**config.mk**
```make
export PLATFORM = sky130hd
export DESIGN_NAME = move_ctrl_flat
export DESIGN_NICKNAME = d
export VERILOG_FILES = /design/src/rtl/move_ctrl_if.sv /design/src/rtl/move_ctrl.sv /design/src/flat_wrapper.sv
export SDC_FILE = /design/constraint.sdc
export NUM_CORES = 1
export LEC_CHECK = 0
export BUFFER_PORTS_ARGS = -buffer_cell sky130_fd_sc_hd__buf_2
export CAP_MARGIN = 20
export CELL_PAD_IN_SITES_DETAIL_PLACEMENT = 1
export CELL_PAD_IN_SITES_GLOBAL_PLACEMENT = 2
export CORE_UTILIZATION = 34
export CTS_CLUSTER_SIZE = 30
export DETAILED_ROUTE_END_ITERATION = 16
export MAX_ROUTING_LAYER = met4
export PLACE_DENSITY_LB_ADDON = 0.1
export SYNTH_ARGS = -nofsm -noshare
export SYNTH_HDL_FRONTEND = slang
export SYNTH_SLANG_ARGS = --single-unit
```
**constraint.sdc**
```tcl
create_clock -name clk -period 3.88 [get_ports clk]
set_input_delay 0.776 -clock clk [delete_from_list [all_inputs] [get_ports clk]]
set_output_delay 0.776 -clock clk [all_outputs]
set_load 0.02 [all_outputs]
```
**src/rtl/move_ctrl_if.sv**
```systemverilog
// Move request, map RAM and tile-resolver bundle around move_ctrl.
// The master modport is the controller side; slave is everything around it.
interface move_ctrl_if;
  logic        move_valid;
  logic [1:0]  move_dir;
  logic        move_ready;
  logic        move_done;
  logic        moved;

  logic        map_rd_en;
  logic [7:0]  map_rd_addr;
  logic [15:0] map_rd_data;
  logic        map_wr_en;
  logic [7:0]  map_wr_addr;
  logic [15:0] map_wr_data;

  logic [15:0] res_tile_id;
  logic [3:0]  res_pos_x;
  logic [3:0]  res_pos_y;
  logic [3:0]  res_goto_x;
  logic [3:0]  res_goto_y;
  logic [3:0]  res_key_num;
  logic [7:0]  res_health;
  logic [15:0] res_new_tile;

  modport master (
    input  move_valid, move_dir, map_rd_data,
    input  res_goto_x, res_goto_y, res_key_num, res_health, res_new_tile,
    output move_ready, move_done, moved,
    output map_rd_en, map_rd_addr, map_wr_en, map_wr_addr, map_wr_data,
    output res_tile_id, res_pos_x, res_pos_y
  );

  modport slave (
    output move_valid, move_dir, map_rd_data,
    output res_goto_x, res_goto_y, res_key_num, res_health, res_new_tile,
    input  move_ready, move_done, moved,
    input  map_rd_en, map_rd_addr, map_wr_en, map_wr_addr, map_wr_data,
    input  res_tile_id, res_pos_x, res_pos_y
  );
endinterface

```
**src/rtl/move_ctrl.sv**
```systemverilog
// Player-move sequencer: reads the target tile, hands it to the resolver and
// commits the resolver's verdict to the player registers and the map.
module move_ctrl #(
  parameter logic [3:0] INIT_X      = 4'd1,
  parameter logic [3:0] INIT_Y      = 4'd1,
  parameter logic [3:0] INIT_KEYS   = 4'd0,
  parameter logic [7:0] INIT_HEALTH = 8'd100
) (
  input  logic        clk,
  input  logic        rst_n,
  move_ctrl_if.master bus,
  output logic [3:0]  player_x,
  output logic [3:0]  player_y,
  output logic [3:0]  key_num,
  output logic [7:0]  health
);

  typedef enum logic [2:0] {IDLE, READ, WAIT, RESOLVE, DONE} state_t;

  state_t      state;
  logic [3:0]  tx, ty;
  logic [15:0] tile_q;
  logic        move_done_q, moved_q;
  logic        rd_en_q, wr_en_q;
  logic [7:0]  rd_addr_q, wr_addr_q;
  logic [15:0] wr_data_q;

  logic [3:0]  next_x, next_y;
  logic        off_map;

  always_comb begin
    next_x  = player_x;
    next_y  = player_y;
    off_map = 1'b0;
    case (bus.move_dir)
      2'd0: begin next_y = player_y - 4'd1; off_map = (player_y == 4'd0);  end
      2'd1: begin next_y = player_y + 4'd1; off_map = (player_y == 4'd15); end
      2'd2: begin next_x = player_x - 4'd1; off_map = (player_x == 4'd0);  end
      default: begin next_x = player_x + 4'd1; off_map = (player_x == 4'd15); end
    endcase
  end

  always_ff @(posedge clk or negedge rst_n) begin
    if (!rst_n) begin
      state       <= IDLE;
      tx          <= 4'd0;
      ty          <= 4'd0;
      tile_q      <= 16'd0;
      player_x    <= INIT_X;
      player_y    <= INIT_Y;
      key_num     <= INIT_KEYS;
      health      <= INIT_HEALTH;
      move_done_q <= 1'b0;
      moved_q     <= 1'b0;
      rd_en_q     <= 1'b0;
      rd_addr_q   <= 8'd0;
      wr_en_q     <= 1'b0;
      wr_addr_q   <= 8'd0;
      wr_data_q   <= 16'd0;
    end else begin
      move_done_q <= 1'b0;
      rd_en_q     <= 1'b0;
      wr_en_q     <= 1'b0;
      case (state)
        IDLE: begin
          if (bus.move_valid) begin
            tx <= next_x;
            ty <= next_y;
            if (off_map) begin
              moved_q     <= 1'b0;
              move_done_q <= 1'b1;
              state       <= DONE;
            end else begin
              rd_en_q   <= 1'b1;
              rd_addr_q <= {next_y, next_x};
              state     <= READ;
            end
          end
        end
        READ: state <= WAIT;
        WAIT: begin
          tile_q <= bus.map_rd_data;
          state  <= RESOLVE;
        end
        RESOLVE: begin
          player_x    <= bus.res_goto_x;
          player_y    <= bus.res_goto_y;
          key_num     <= bus.res_key_num;
          health      <= bus.res_health;
          moved_q     <= (bus.res_goto_x != player_x) || (bus.res_goto_y != player_y);
          move_done_q <= 1'b1;
          // Only a tile the resolver actually changed goes back to the map.
          if (bus.res_new_tile != tile_q) begin
            wr_en_q   <= 1'b1;
            wr_addr_q <= {ty, tx};
            wr_data_q <= bus.res_new_tile;
          end
          state <= DONE;
        end
        default: state <= IDLE;
      endcase
    end
  end

  assign bus.move_ready  = (state == IDLE);
  assign bus.move_done   = move_done_q;
  assign bus.moved       = moved_q;
  assign bus.map_rd_en   = rd_en_q;
  assign bus.map_rd_addr = rd_addr_q;
  assign bus.map_wr_en   = wr_en_q;
  assign bus.map_wr_addr = wr_addr_q;
  assign bus.map_wr_data = wr_data_q;
  assign bus.res_tile_id = tile_q;
  assign bus.res_pos_x   = tx;
  assign bus.res_pos_y   = ty;

endmodule

```
**src/flat_wrapper.sv**
```systemverilog
// flat-port wrapper written by rule: the top's interface ports become plain ports
module move_ctrl_flat 
#(
  parameter logic [3:0] INIT_X      = 4'd1,
  parameter logic [3:0] INIT_Y      = 4'd1,
  parameter logic [3:0] INIT_KEYS   = 4'd0,
  parameter logic [7:0] INIT_HEALTH = 8'd100
)
  (clk, rst_n, player_x, player_y, key_num, health, bus_move_valid, bus_move_dir, bus_map_rd_data, bus_res_goto_x, bus_res_goto_y, bus_res_key_num, bus_res_health, bus_res_new_tile, bus_move_ready, bus_move_done, bus_moved, bus_map_rd_en, bus_map_rd_addr, bus_map_wr_en, bus_map_wr_addr, bus_map_wr_data, bus_res_tile_id, bus_res_pos_x, bus_res_pos_y);
  move_ctrl_if bus_i ();
  input  logic clk;
  input  logic rst_n;
  output logic [3:0] player_x;
  output logic [3:0] player_y;
  output logic [3:0] key_num;
  output logic [7:0] health;
  input wire logic [$bits(bus_i.move_valid)-1:0] bus_move_valid;
  input wire logic [$bits(bus_i.move_dir)-1:0] bus_move_dir;
  input wire logic [$bits(bus_i.map_rd_data)-1:0] bus_map_rd_data;
  input wire logic [$bits(bus_i.res_goto_x)-1:0] bus_res_goto_x;
  input wire logic [$bits(bus_i.res_goto_y)-1:0] bus_res_goto_y;
  input wire logic [$bits(bus_i.res_key_num)-1:0] bus_res_key_num;
  input wire logic [$bits(bus_i.res_health)-1:0] bus_res_health;
  input wire logic [$bits(bus_i.res_new_tile)-1:0] bus_res_new_tile;
  output wire logic [$bits(bus_i.move_ready)-1:0] bus_move_ready;
  output wire logic [$bits(bus_i.move_done)-1:0] bus_move_done;
  output wire logic [$bits(bus_i.moved)-1:0] bus_moved;
  output wire logic [$bits(bus_i.map_rd_en)-1:0] bus_map_rd_en;
  output wire logic [$bits(bus_i.map_rd_addr)-1:0] bus_map_rd_addr;
  output wire logic [$bits(bus_i.map_wr_en)-1:0] bus_map_wr_en;
  output wire logic [$bits(bus_i.map_wr_addr)-1:0] bus_map_wr_addr;
  output wire logic [$bits(bus_i.map_wr_data)-1:0] bus_map_wr_data;
  output wire logic [$bits(bus_i.res_tile_id)-1:0] bus_res_tile_id;
  output wire logic [$bits(bus_i.res_pos_x)-1:0] bus_res_pos_x;
  output wire logic [$bits(bus_i.res_pos_y)-1:0] bus_res_pos_y;
  assign bus_i.move_valid = bus_move_valid;
  assign bus_i.move_dir = bus_move_dir;
  assign bus_i.map_rd_data = bus_map_rd_data;
  assign bus_i.res_goto_x = bus_res_goto_x;
  assign bus_i.res_goto_y = bus_res_goto_y;
  assign bus_i.res_key_num = bus_res_key_num;
  assign bus_i.res_health = bus_res_health;
  assign bus_i.res_new_tile = bus_res_new_tile;
  assign bus_move_ready = bus_i.move_ready;
  assign bus_move_done = bus_i.move_done;
  assign bus_moved = bus_i.moved;
  assign bus_map_rd_en = bus_i.map_rd_en;
  assign bus_map_rd_addr = bus_i.map_rd_addr;
  assign bus_map_wr_en = bus_i.map_wr_en;
  assign bus_map_wr_addr = bus_i.map_wr_addr;
  assign bus_map_wr_data = bus_i.map_wr_data;
  assign bus_res_tile_id = bus_i.res_tile_id;
  assign bus_res_pos_x = bus_i.res_pos_x;
  assign bus_res_pos_y = bus_i.res_pos_y;
  move_ctrl #(.INIT_X(INIT_X), .INIT_Y(INIT_Y), .INIT_KEYS(INIT_KEYS), .INIT_HEALTH(INIT_HEALTH)) u_core (.clk(clk), .rst_n(rst_n), .bus(bus_i), .player_x(player_x), .player_y(player_y), .key_num(key_num), .health(health));
endmodule
```
# == Word level (Yosys, flattened, before mapping) ==
# Cells that the tools add are included.
# op_classes
shifts,0
n_div,0
bitwise,1
reduce_logical,11
n_eq_ne,12
mux,17
magnitude_cmp,0
n_addsub,4
n_mul,0
# ops
op,n
$ne A16 B16 Y1,1
$pmux W4 S2,2
$pmux W3 S4,1
$mux W1,9
$add A4 B1 Y4 const B,2
$eq A4 B4 Y1 const B,2
$logic_not A4 Y1,2
$ne A4 B4 Y1,2
$sub A4 B1 Y4 const B,2
$eq A3 B2 Y1 const B,2
$mux W3,2
$reduce_and A3 Y1,2
$pmux W1 S2,2
$reduce_and A2 Y1,2
$eq A3 B1 Y1 const B,1
$logic_not A3 Y1,1
$pmux W1 S3,1
$eq A2 B1 Y1 const B,1
$eq A2 B2 Y1 const B,1
$logic_not A2 Y1,1
$ne A2 B1 Y1 const B,1
$ne A2 B2 Y1 const B,1
$reduce_bool A2 Y1,1
$reduce_or A2 Y1,1
2 further kinds,2
# totals
latch_bits,0
in_bits,57
mem_bits_ro,0
memories,0
reg_bits,83
mem_bits_rw,0

# == Logic depth before layout (Yosys ltp) ==
# logic_depth
word_depth,5
depth_mapped,9
mapped_depth_nobuf,8

# == Least setup slack after synthesis ==
# Ideal clock, no wire load.
# synth_timing
path_kind,input to register
start,in bus_move_dir[1]
end,reg u_core.ty[3] (netlist: u_core.bus.res_pos_y[3])
setup_slack_ns,1.233
cell_stages,8
path_buffers,1
required_time_ns,3.755
t_arrival_ns,2.523
path_cell_list,buf_2 -> nand2b_1 -> ha_1 -> a21o_1 -> a2111o_1 -> o2111ai_1 -> o311ai_0 -> mux2_2
# synth_between
elab_chain_len,2
word_cells_on_any_way,3
classes_between,eq/ne: 1; mux: 1; reduce/logical: 1
# synth_lines
item,line,source
from (decl),flat_wrapper.sv:18,input wire logic [$bits(bus_i.move_dir)-1:0] bus_move_dir;
$eq A2 B1 Y1 / $logic_not A2 Y1 (equally long branches),move_ctrl.sv:35,case (bus.move_dir)
$pmux W4 S2 *,move_ctrl.sv:35,
to (signal assigned),move_ctrl.sv:68,ty <= next_y;
to (decl),move_ctrl.sv:21,"logic [3:0] tx, ty;"
# Every way passes the cells marked *; elsewhere a longest branch is shown, timed or not.
# A chain may end at the register's enable or synchronous reset.

# == Final worst setup path ==
# Same ends and word-level chain as after synthesis.

==> impl_metrics.py <==
metrics = {
    "synth": {
        "synth_fp_nets": 324,
        "synthCells": 261,
        "yosys.cell_types.count": 39,
        "synth-seq-area-share_pct": 56.1,
        "postSynthAreaPerCell_sq_um": 14.2,
        "ys_ff_latch": 83,
        "yosys.area.top_type": "dfrtp_1",
        "yosys-top-cells-area": "dfrtp_1, mux2_2, xnor2_1",
        "synth_flop_cell": "dfrtp_1",
        "netlist.area_leader.share_pct": 52.6,
        "ys_top_cells_by_count": "dfrtp_1, mux2_2, xnor2_1, nand4_1",
        "yosys_warnings": 0,
        "synth_edf_count": 0,
        "syn_area_sq_um": 3710,
        "synth-async-reset-ratio_pct": 100,
    },
    "route": {
        "ant_nets": 0,
        "drt_iter0_drc": 49,
        "via_per_inst": 4.70,
        "vias": 2564,
        "firstDrtPassIters": 3,
        "routedWlPerCell_um": 15.9,
        "drc": 0,
        "routed_wl_um": 8680,
    },
    "worst_setup_path": {
        "startpoint_type": "primary input",
        "cp_max_fo": 17,
        "path_class": "in -> reg",
        "cp_slowest_cell": "a2111o_1",
        "critical_path_required_ns": 4.12,
        "reg2reg_depth": 6,
        "endpoint_kind": "flop",
        "crit_arrival_ns": 2.83,
        "critPathMaxStageDelay_ns": 0.41,
        "path_cells": "buf_2 -> nand2b_1 -> ha_1 -> a21o_1 -> a2111o_1 -> o2111ai_1 -> o311ai_0 -> mux2_2",
    },
    "floorplanning": {
        "fp.dieArea_sq_um": 11300,
        "fp.dieW_um": 106,
        "initial_core_util_pct": 35.5,
        "io_pins": 138,
        "die_h_um": 106,
        "fp-row-count": 37,
        "core_sq_um": 10500,
    },
    "status": {
        "status": "finished clean",
    },
    "pwr": {
        "leakage_nw": 2.21,
        "p_int_mw": 2.77,
        "powerDensity_nw_per_um2": 966,
        "pwr-share-seq_pct": 36.2,
        "power_frac_comb_pct": 48.7,
        "sw_frac_of_total_pct": 40.2,
        "switching_power_mw": 1.87,
        "power.ir.vdd_worst_mv": 0.432,
        "pwr-share-clk_pct": 15.1,
    },
    "place": {
        "port_buffers": 137,
        "placed_area_sq_um": 4550,
        "dp_hpwl_um": 6360,
        "gp_congestion": 0.761,
    },
    "layout": {
        "final_util_pct": 45.9,
        "n_antenna_cell": 0,
        "fin_area_sq_um": 4810,
        "syn_to_final_growth_pct": 29.5,
        "drive_above_1_share_pct": 59.7,
        "finalNetCount": 467,
    },
    "cts": {
        "cts_resized": 0,
        "clock_path_buffers": 2,
        "postCtsSetupBuffers": 0,
        "clock-sinks": 83,
        "cts_htree_levels": 3,
        "clkSlewWorstSetupHoldPaths_ns": 0.09,
        "clock_latency_ns": 0.35,
        "cts_buffers": 9,
        "cts_tree": "done",
        "root_buffer": "clkbuf_8",
        "holdBufCountCts": 0,
    },
    "sta": {
        "finalSetupTns_ns": 0,
        "final.min_clock_period_ns": 2.59,
        "slew_headroom_pct": 62.4,
        "slew_viol_final": 0,
        "rsz0062_at_grt": "false",
        "setup_viol": 0,
        "hold_viol_final": 0,
        "finalCritPeriodShare_pct": 66.7,
        "finalClockSkew_ns": 0.0125,
        "max_freq_mhz": 386,
        "worst_pin_slew_ns": 0.560,
    },
    "run": {
        "max_cap_viol_count": 0,
    },
    "grt": {
        "grt_pass1_wl_um": 14300,
        "grt_start_max_net_pins": 84,
        "grt_pass1_vias": 2738,
        "gr-total-overflow": 0,
        "grt_usage_pct": 16.8,
        "antenna_found_initial": 0,
    },
    "worst_hold_path": {
        "hp-class": "in -> async",
    },
}
==> registers in the layout (all words and copies together) (netlist names) <==
name / flops
u_core.bus.map_rd_addr: 8
u_core.bus.map_rd_en: 1
u_core.bus.map_wr_addr: 8
u_core.bus.map_wr_data: 16
u_core.bus.map_wr_en: 1
u_core.bus.move_done: 1
u_core.bus.moved: 1
u_core.bus.res_pos_x: 4
u_core.bus.res_pos_y: 4
u_core.bus.res_tile_id: 16
u_core.health: 8
u_core.key_num: 4
u_core.player_x: 4
u_core.player_y: 4
u_core.state: 3
==> layout make-up <==
class / count / area (sq um)
sequential: 83 / 2080
fill: 1156 / 5660
timing repair buffer: 141 / 738
multi-input combinational: 164 / 1570
inverter: 5 / 18.8
tap: 136 / 170
clock inverter: 4 / 72.6
clock buffer: 12 / 155
==> power groups by stage <==
| stage | Clock (mW) | Combinational, mW | Sequential [mW] |
|---|---|---|---|
| after floorplan | 0 | 1.05 | 2.18 |
| after global placement | 0 | 2.27 | 1.69 |
| after detailed placement | 0 | 2.30 | 1.71 |
| after CTS | 0.733 | 2.31 | 1.70 |
| after global routing | 0.759 | 2.46 | 1.77 |
| final | 0.699 | 2.26 | 1.68 |
==> per-layer routing <==
metal  part of all wire, %  track usage, %  up-vias
met3                   5.9            4.54        7
met2                    49            26.7       82
met5                     0               -        -
met4                  0.92            4.89        0
met1                    44            21.2     1254
li1                      -               -     1221
==> kinds of logic after synthesis <==
| kind of cell | synth area share, % |
|---|---|
| AO/OA/AOI/OAI | 3.00 |
| flip-flops | 56.1 |
| XOR/XNOR | 6.84 |
| adder cells (fa/ha/maj) | 2.43 |
| multiplexers | 24.6 |
| buffers and inverters | 1.62 |
| AND/OR/NAND/NOR | 5.39 |
==> final timing paths <==
| check | start | end | slack (ns) |
|---|---|---|---|
| max | bus_move_dir[1] | u_core.bus.res_pos_y[3]$_DFFE_PN0P_ | 1.29 |
| min in group clk | u_core.bus.map_wr_data[14]$_DFFE_PN0P_ | u_core.bus.map_wr_data[14]$_DFFE_PN0P_ | 0.50 |
| min reg2reg | u_core.bus.map_wr_data[14]$_DFFE_PN0P_ | u_core.bus.map_wr_data[14]$_DFFE_PN0P_ | 0.50 |
| max in group asynchronous | rst_n | u_core.health[5]$_DFFE_PN1P_ | 2.89 |
| min | rst_n | u_core.bus.res_tile_id[13]$_DFFE_PN0N_ | 0.32 |
| max reg2reg | u_core.player_y[1]$_DFFE_PN0P_ | u_core.bus.res_pos_y[3]$_DFFE_PN0P_ | 1.74 |
==> through the flow <==
stage          instances  power (mW)  hold WS (ns)  worst slack (ns)
4_1_cts              544        4.74         0.507              1.31
6_report             545        4.64         0.320              1.29
2_1_floorplan        261        3.23         0.474              1.23
5_1_grt              545        4.98         0.323              1.19
3_3_place_gp         528        3.95         0.482              1.00
3_5_place_dp         528        4.02         0.488             0.923
==> cell usage in the layout (no fill, tap or decap), drive strengths merged, types with 3 or more instances in the layout <==
cell / n
xnor2: 28
nor2: 4
a21oi: 4
nand4: 8
nor3: 4
ha: 4
dfstp: 5
dfrtp: 78
buf: 141
inv: 5
mux2: 78
o21ai: 3
clkbuf: 12
mux2i: 3
nand2: 5
==> critical path: cells and delay by family <==
family / cells / cell delay, ns
and+or+nand+nor: 1 / 0.27
buffers and inverters: 1 / 0.29
AOI/OAI and AO/OA: 4 / 0.91
adders and majority gates: 1 / 0.27
muxes: 1 / 0.31
Note: power is estimated with default switching activity, not from simulation.
